### config.mk
export PLATFORM = sky130hd
export DESIGN_NAME = user_button_debounce_flat
export DESIGN_NICKNAME = d
export VERILOG_FILES = /design/src/rtl/user_button_debounce_if.sv /design/src/rtl/user_button_debounce.sv /design/src/flat_wrapper.sv
export SDC_FILE = /design/constraint.sdc
export NUM_CORES = 1
export LEC_CHECK = 0
export ABC_AREA = 1
export BUFFER_PORTS_ARGS = -buffer_cell sky130_fd_sc_hd__buf_4
export CORE_MARGIN = 4
export CORE_UTILIZATION = 55
export CTS_CLUSTER_DIAMETER = 200
export DETAILED_ROUTE_END_ITERATION = 16
export PLACE_DENSITY = 0.71
export SYNTH_ARGS = -nofsm -noshare
export SYNTH_HDL_FRONTEND = slang
export SYNTH_SLANG_ARGS = --single-unit
### constraint.sdc
create_clock -name OSC_50m -period 12.7 [get_ports OSC_50m]
set_input_delay 1.905 -clock OSC_50m [delete_from_list [all_inputs] [get_ports OSC_50m]]
set_output_delay 1.905 -clock OSC_50m [all_outputs]
set_load 0.02 [all_outputs]
### src/rtl/user_button_debounce_if.sv
`default_nettype none
// ============================================================================
//  Module      : user_button_debounce_if
//  Description : Pushbutton pin and debounced event bundle between the board
//                pins/consumer (master) and the debounce block (slave).
//  Revision    : 1.0 - initial release
// ============================================================================
interface user_button_debounce_if #(
   parameter int BTN_W = 4
);
   logic [BTN_W-1:0] USER_PB;      // raw pins, active-low
   logic [BTN_W-1:0] btn_level;    // debounced level, 1 = pressed
   logic [BTN_W-1:0] btn_press;    // one-cycle rise pulse
   logic [BTN_W-1:0] btn_release;  // one-cycle fall pulse
   logic [BTN_W-1:0] btn_long;     // one-cycle long-press pulse

   modport master (
      output USER_PB,
      input  btn_level, btn_press, btn_release, btn_long
   );

   modport slave (
      input  USER_PB,
      output btn_level, btn_press, btn_release, btn_long
   );
endinterface
`default_nettype wire

### src/rtl/user_button_debounce.sv
`default_nettype none
// ============================================================================
//  Module      : user_button_debounce
//  Description : Synchronises active-low pushbuttons to OSC_50m, debounces
//                each channel and emits press / release / long-press pulses.
//  Revision    : 1.0 - initial release
// ============================================================================
module user_button_debounce #(
   parameter int BTN_W    = 4,
   parameter int DB_CYC   = 1000000,
   parameter int LONG_CYC = 50000000
) (
   input  wire                   OSC_50m,
   input  wire                   FPGA_RSTn,
   user_button_debounce_if.slave bus
);

   localparam int DB_W   = $clog2(DB_CYC + 1);
   localparam int HOLD_W = $clog2(LONG_CYC + 1);

   localparam logic [DB_W-1:0]   DB_LAST   = DB_W'(DB_CYC - 1);
   localparam logic [HOLD_W-1:0] HOLD_LAST = HOLD_W'(LONG_CYC - 1);

   // Bit 0 is the debounced level, bit 1 the long-press-fired flag, so both
   // come straight off state flops.
   localparam logic [1:0] ST_RELEASED = 2'b00;
   localparam logic [1:0] ST_PRESSED  = 2'b01;
   localparam logic [1:0] ST_HELD     = 2'b11;

   logic             rst_meta;
   logic             rst_sync;
   logic [BTN_W-1:0] pb_meta;
   logic [BTN_W-1:0] pb_sync;
   logic [BTN_W-1:0] level;
   logic [BTN_W-1:0] press_q;
   logic [BTN_W-1:0] rel_q;
   logic [BTN_W-1:0] long_q;

   // Reset synchroniser: asynchronous assertion, deassertion aligned to the clock
   always_ff @(posedge OSC_50m or negedge FPGA_RSTn) begin
      if (!FPGA_RSTn) begin
         rst_meta <= 1'b0;
         rst_sync <= 1'b0;
      end else begin
         rst_meta <= 1'b1;
         rst_sync <= rst_meta;
      end
   end

   // Two-flop pin synchroniser, parked at "released" (pin high) in reset
   always_ff @(posedge OSC_50m or negedge rst_sync) begin
      if (!rst_sync) begin
         pb_meta <= '1;
         pb_sync <= '1;
      end else begin
         pb_meta <= bus.USER_PB;
         pb_sync <= pb_meta;
      end
   end

   generate
      for (genvar i = 0; i < BTN_W; i++) begin : g_ch
         logic [1:0]        state;
         logic [1:0]        state_nxt;
         logic [DB_W-1:0]   db_cnt;
         logic [HOLD_W-1:0] hold_cnt;
         logic              s;
         logic              lvl;
         logic              lf;
         logic              differ;
         logic              accept;
         logic              long_hit;

         assign s = ~pb_sync[i];

         // State register
         always_ff @(posedge OSC_50m or negedge rst_sync) begin
            if (!rst_sync) state <= ST_RELEASED;
            else           state <= state_nxt;
         end

         // Channel events: a new level is accepted on the DB_CYC-th disagreeing cycle
         always_comb begin
            differ   = (s != lvl);
            accept   = differ && (db_cnt == DB_LAST);
            long_hit = lvl && !lf && (hold_cnt == HOLD_LAST);
         end

         // Next-state logic; an accepted release overrides a same-cycle long press
         always_comb begin
            state_nxt = state;
            case (state)
               ST_RELEASED: if (accept) state_nxt = ST_PRESSED;
               ST_PRESSED: begin
                  if (accept)        state_nxt = ST_RELEASED;
                  else if (long_hit) state_nxt = ST_HELD;
               end
               ST_HELD:     if (accept) state_nxt = ST_RELEASED;
               default:     state_nxt = ST_RELEASED;
            endcase
         end

         // Output decode of the state flops
         always_comb begin
            lvl = state[0];
            lf  = state[1];
         end

         // Debounce and hold counters plus registered event pulses
         always_ff @(posedge OSC_50m or negedge rst_sync) begin
            if (!rst_sync) begin
               db_cnt     <= '0;
               hold_cnt   <= '0;
               press_q[i] <= 1'b0;
               rel_q[i]   <= 1'b0;
               long_q[i]  <= 1'b0;
            end else begin
               if (!differ || accept) db_cnt <= '0;
               else                   db_cnt <= db_cnt + DB_W'(1);

               // Hold counter saturates at HOLD_LAST once the long press fires
               if (!lvl)                  hold_cnt <= '0;
               else if (!lf && !long_hit) hold_cnt <= hold_cnt + HOLD_W'(1);

               press_q[i] <= accept && s;
               rel_q[i]   <= accept && !s;
               long_q[i]  <= long_hit;
            end
         end

         assign level[i] = lvl;
      end
   endgenerate

   assign bus.btn_level   = level;
   assign bus.btn_press   = press_q;
   assign bus.btn_release = rel_q;
   assign bus.btn_long    = long_q;

endmodule
`default_nettype wire

### src/flat_wrapper.sv
// flat-port wrapper written by rule: the top's interface ports become plain ports
module user_button_debounce_flat 
#(
   parameter int BTN_W    = 4,
   parameter int DB_CYC   = 1000000,
   parameter int LONG_CYC = 50000000
)
  (OSC_50m, FPGA_RSTn, bus_USER_PB, bus_btn_level, bus_btn_press, bus_btn_release, bus_btn_long);
  user_button_debounce_if #(.BTN_W(BTN_W)) bus_i ();
  input  wire OSC_50m;
  input  wire FPGA_RSTn;
  input wire logic [$bits(bus_i.USER_PB)-1:0] bus_USER_PB;
  output wire logic [$bits(bus_i.btn_level)-1:0] bus_btn_level;
  output wire logic [$bits(bus_i.btn_press)-1:0] bus_btn_press;
  output wire logic [$bits(bus_i.btn_release)-1:0] bus_btn_release;
  output wire logic [$bits(bus_i.btn_long)-1:0] bus_btn_long;
  assign bus_i.USER_PB = bus_USER_PB;
  assign bus_btn_level = bus_i.btn_level;
  assign bus_btn_press = bus_i.btn_press;
  assign bus_btn_release = bus_i.btn_release;
  assign bus_btn_long = bus_i.btn_long;
  user_button_debounce #(.BTN_W(BTN_W), .DB_CYC(DB_CYC), .LONG_CYC(LONG_CYC)) u_core (.OSC_50m(OSC_50m), .FPGA_RSTn(FPGA_RSTn), .bus(bus_i));
endmodule
==> results.json <==
{
  "status": "completed",
  "die_y_um": 160.1,
  "final_cell_mix": "561 x nand2_1, 345 x nor2_1, 205 x dfrtp_1, 185 x nand3_1, 156 x inv_1",
  "overflow": 0,
  "cts-resized-gates": 0,
  "p_leak_uw": 0.006225,
  "syn-num-nets": 1835,
  "final_max_slew_viol_count": 0,
  "antennaDiodeCount": 0,
  "clock_skew_ns": 0.02252,
  "root_buffer": "clkbuf_16",
  "drc": 0,
  "r2r_slack_ns": 9.93,
  "critical_path_required_ns": 10.80,
  "cap_violations": 0,
  "drt_first_pass_iters": 9,
  "totalWireLength_um": 29510,
  "core_um2": 22710,
  "power_frac_seq_pct": 47.1,
  "track_usage_pct": 23.16,
  "area_delta_synth_final_pct": 9.641,
  "p_comb_share_pct": 1.6,
  "dieArea_um2": 25620,
  "worstHoldEndpoint": "u_core.pb_sync[2]",
  "postSynth.asyncResetShare_pct": 100.0,
  "slowest_delay_ns": 0.83,
  "final_common_cell": "nand2_1",
  "power_switching_uw": 316.1,
  "final_area_um2": 13940,
  "rr_worst_depth": 2,
  "cp-end-kind": "primary output",
  "cp.arrival_ns": 1.61,
  "final_nets": 1854,
  "rsz0062_at_grt": "no",
  "synth.distinct_cells": 42,
  "postCtsSetupRepairBufs": 0,
  "path_clk_slew_ns": 0.06,
  "min_path_cells": 0,
  "wire_per_inst_um": 13.77,
  "die_w_um": 160.1,
  "clkSinkCount": 214,
  "crit_path_start_kind": "register",
  "grt_max_degree": 78,
  "r2r_start": "u_core.rst_sync",
  "swShare_pct": 21.40,
  "critPathKind": "register to primary output",
  "power_density_nw_per_um2": 105.9,
  "syn-cell-area_um2": 12720,
  "drtIter0Drc": 825,
  "ys_seq_area_share_pct": 42.18,
  "path_cells": "buf_4",
  "hp-class": "register to register",
  "grt_pass1_vias": 10960,
  "viasPerCell": 5.454,
  "yosys_warnings": 0,
  "fin_crit_ns": 3.518,
  "hp-start": "u_core.pb_meta[2]",
  "syn-instance-count": 1821,
  "cpMaxStageDelayCell": "dfrtp_1",
  "synth_seq_cells": 214,
  "numPortBuffers": 21,
  "critical_path.top_delay_family": "flip-flops",
  "max_clock_freq_mhz": 284.3,
  "cp_num_buf_inv": 1,
  "pwr-share-clk_pct": 51.3,
  "antenna_found_initial": 1,
  "hold_viol_final": 0,
  "dr_total_vias": 11690,
  "holdBufCountCts": 0,
  "synth-edff-count": 0,
  "final_antenna_net_count": 0,
  "p_int_uw": 1161,
  "clk_path_buf_depth": 3,
  "synth_ff_type": "dfrtp_1",
  "slew_headroom_pct": 29.51,
  "max-vdd-ir-drop_mv": 0.1076,
  "final.setup.tns_ns": 0,
  "htreeDepth": 1,
  "grt_pass1_wl_um": 51290,
  "cts_made_buffers": 25,
  "fin_crit_sh_pct": 27.70,
  "start_util_pct": 56.01,
  "gp_congestion": 0.9312,
  "path_max_fanout": 20,
  "r2r-end": "u_core.g_ch[2].hold_cnt[12]",
  "dp_hpwl_um": 20760,
  "syn_avg_cell_area_um2": 6.984,
  "placed_area_um2": 13070,
  "setup_viol": 0,
  "layout-drive-gt1-share_pct": 6.351,
  "cts_tree": "built",
  "startpoint": "u_core.g_ch[1].state[0]",
  "clk_latency_ns": 0.53,
  "ios": 22,
  "finalPower_uw": 1477,
  "worst_pin_slew_ns": 1.057,
  "num_rows": 55
}
[layout make-up]
class / instances / area (um^2)
inverter: 157 / 589.3
clock buffer: 34 / 699.4
fill: 2089 / 8765
sequential: 214 / 5369
multi-input combinational: 1415 / 6555
clock inverter: 11 / 172.7
tap: 285 / 356.6
timing repair buffer: 27 / 202.7
[worst max-delay path by stage]
| stage | depth (start not counted) | to | slack (ns) |
|---|---|---|---|
| 4_1_cts | 1 | bus_btn_level[1] | 9.18 |
| 2_1_floorplan | 0 | u_core.bus.btn_long[0] | 6.31 |
| 3_3_place_gp | 1 | bus_btn_level[1] | 9.74 |
| 6_report | 1 | bus_btn_level[1] | 9.18 |
| 3_5_place_dp | 2 | u_core.g_ch[3].hold_cnt[15] | 9.74 |
| 5_1_grt | 1 | bus_btn_level[1] | 9.14 |
[Yosys cell counts (8+ instances only)]
cell	count	share of area [%]
o21bai_1	12	0.71
nor2_1	345	10
nand4_1	92	4.5
nor2_2	9	0.44
nand2_2	9	0.44
dfstp_2	8	1.7
ha_1	8	0.79
o21ai_0	20	0.79
or2_2	11	0.54
xnor2_1	17	1.2
a21oi_1	18	0.71
nand2_1	561	17
nand3_1	185	7.3
inv_1	156	4.6
nor3_1	39	1.5
buf_4	13	0.77
dfrtp_1	206	41
xor2_1	49	3.4
clkbuf_1	8	0.24
[per-layer routing]
layer / track usage (%) / wire [um] / vias up
met3: 3.019 / 1424 / 64
met1: 32.26 / 13570 / 5413
met5: 0 / 13 / -
met4: 6.414 / 775 / 2
met2: 38.30 / 13720 / 297
li1: - / - / 5911
[per-stage QoR]
| stage | hold slack [ns] | cells | utilization (%) | worst slack (ns) |
|---|---|---|---|---|
| 2_1_floorplan | 0.3312 | 1821 | - | 6.309 |
| 3_3_place_gp | 0.3406 | 2098 | 57.56 | 9.736 |
| 3_5_place_dp | 0.3484 | 2098 | 57.56 | 9.743 |
| 4_1_cts | 0.3571 | 2143 | 61.41 | 9.184 |
| 5_1_grt | 0.3649 | 2143 | 61.41 | 9.136 |
| 6_report | 0.3560 | 2143 | 61.41 | 9.182 |
[cells by family after synthesis]
| family | count (synthesis) | share of synthesized area (%) |
|---|---|---|
| buffers and inverters | 192 | 6.276 |
| AO/OA/AOI/OAI | 65 | 3.020 |
| flip-flops | 214 | 42.18 |
| other | 1 | 0.02948 |
| adder cells (fa/ha/maj) | 8 | 0.7870 |
| XOR/XNOR | 66 | 4.545 |
| AND/OR/NAND/NOR | 1275 | 43.16 |
[power groups by stage]
stage | logic (uW) | clock network, uW | registers (uW)
after global routing | 27.9 | 802 | 697
after global placement | 23.5 | 0 | 708
after floorplan | 11.1 | 0 | 713
after detailed placement | 24.2 | 0 | 708
final | 23.1 | 758 | 696
after CTS | 24.3 | 776 | 696
[flip-flops by register name, summed over array words and instances (netlist names)]
name,count
u_core.g_ch.hold_cnt,104
u_core.g_ch.db_cnt,80
u_core.g_ch.state,8
u_core.bus.btn_long,4
u_core.bus.btn_press,4
u_core.bus.btn_release,4
u_core.pb_meta,4
u_core.pb_sync,4
u_core.rst_meta,1
u_core.rst_sync,1
No activity file was read; power rests on OpenSTA's default activity.
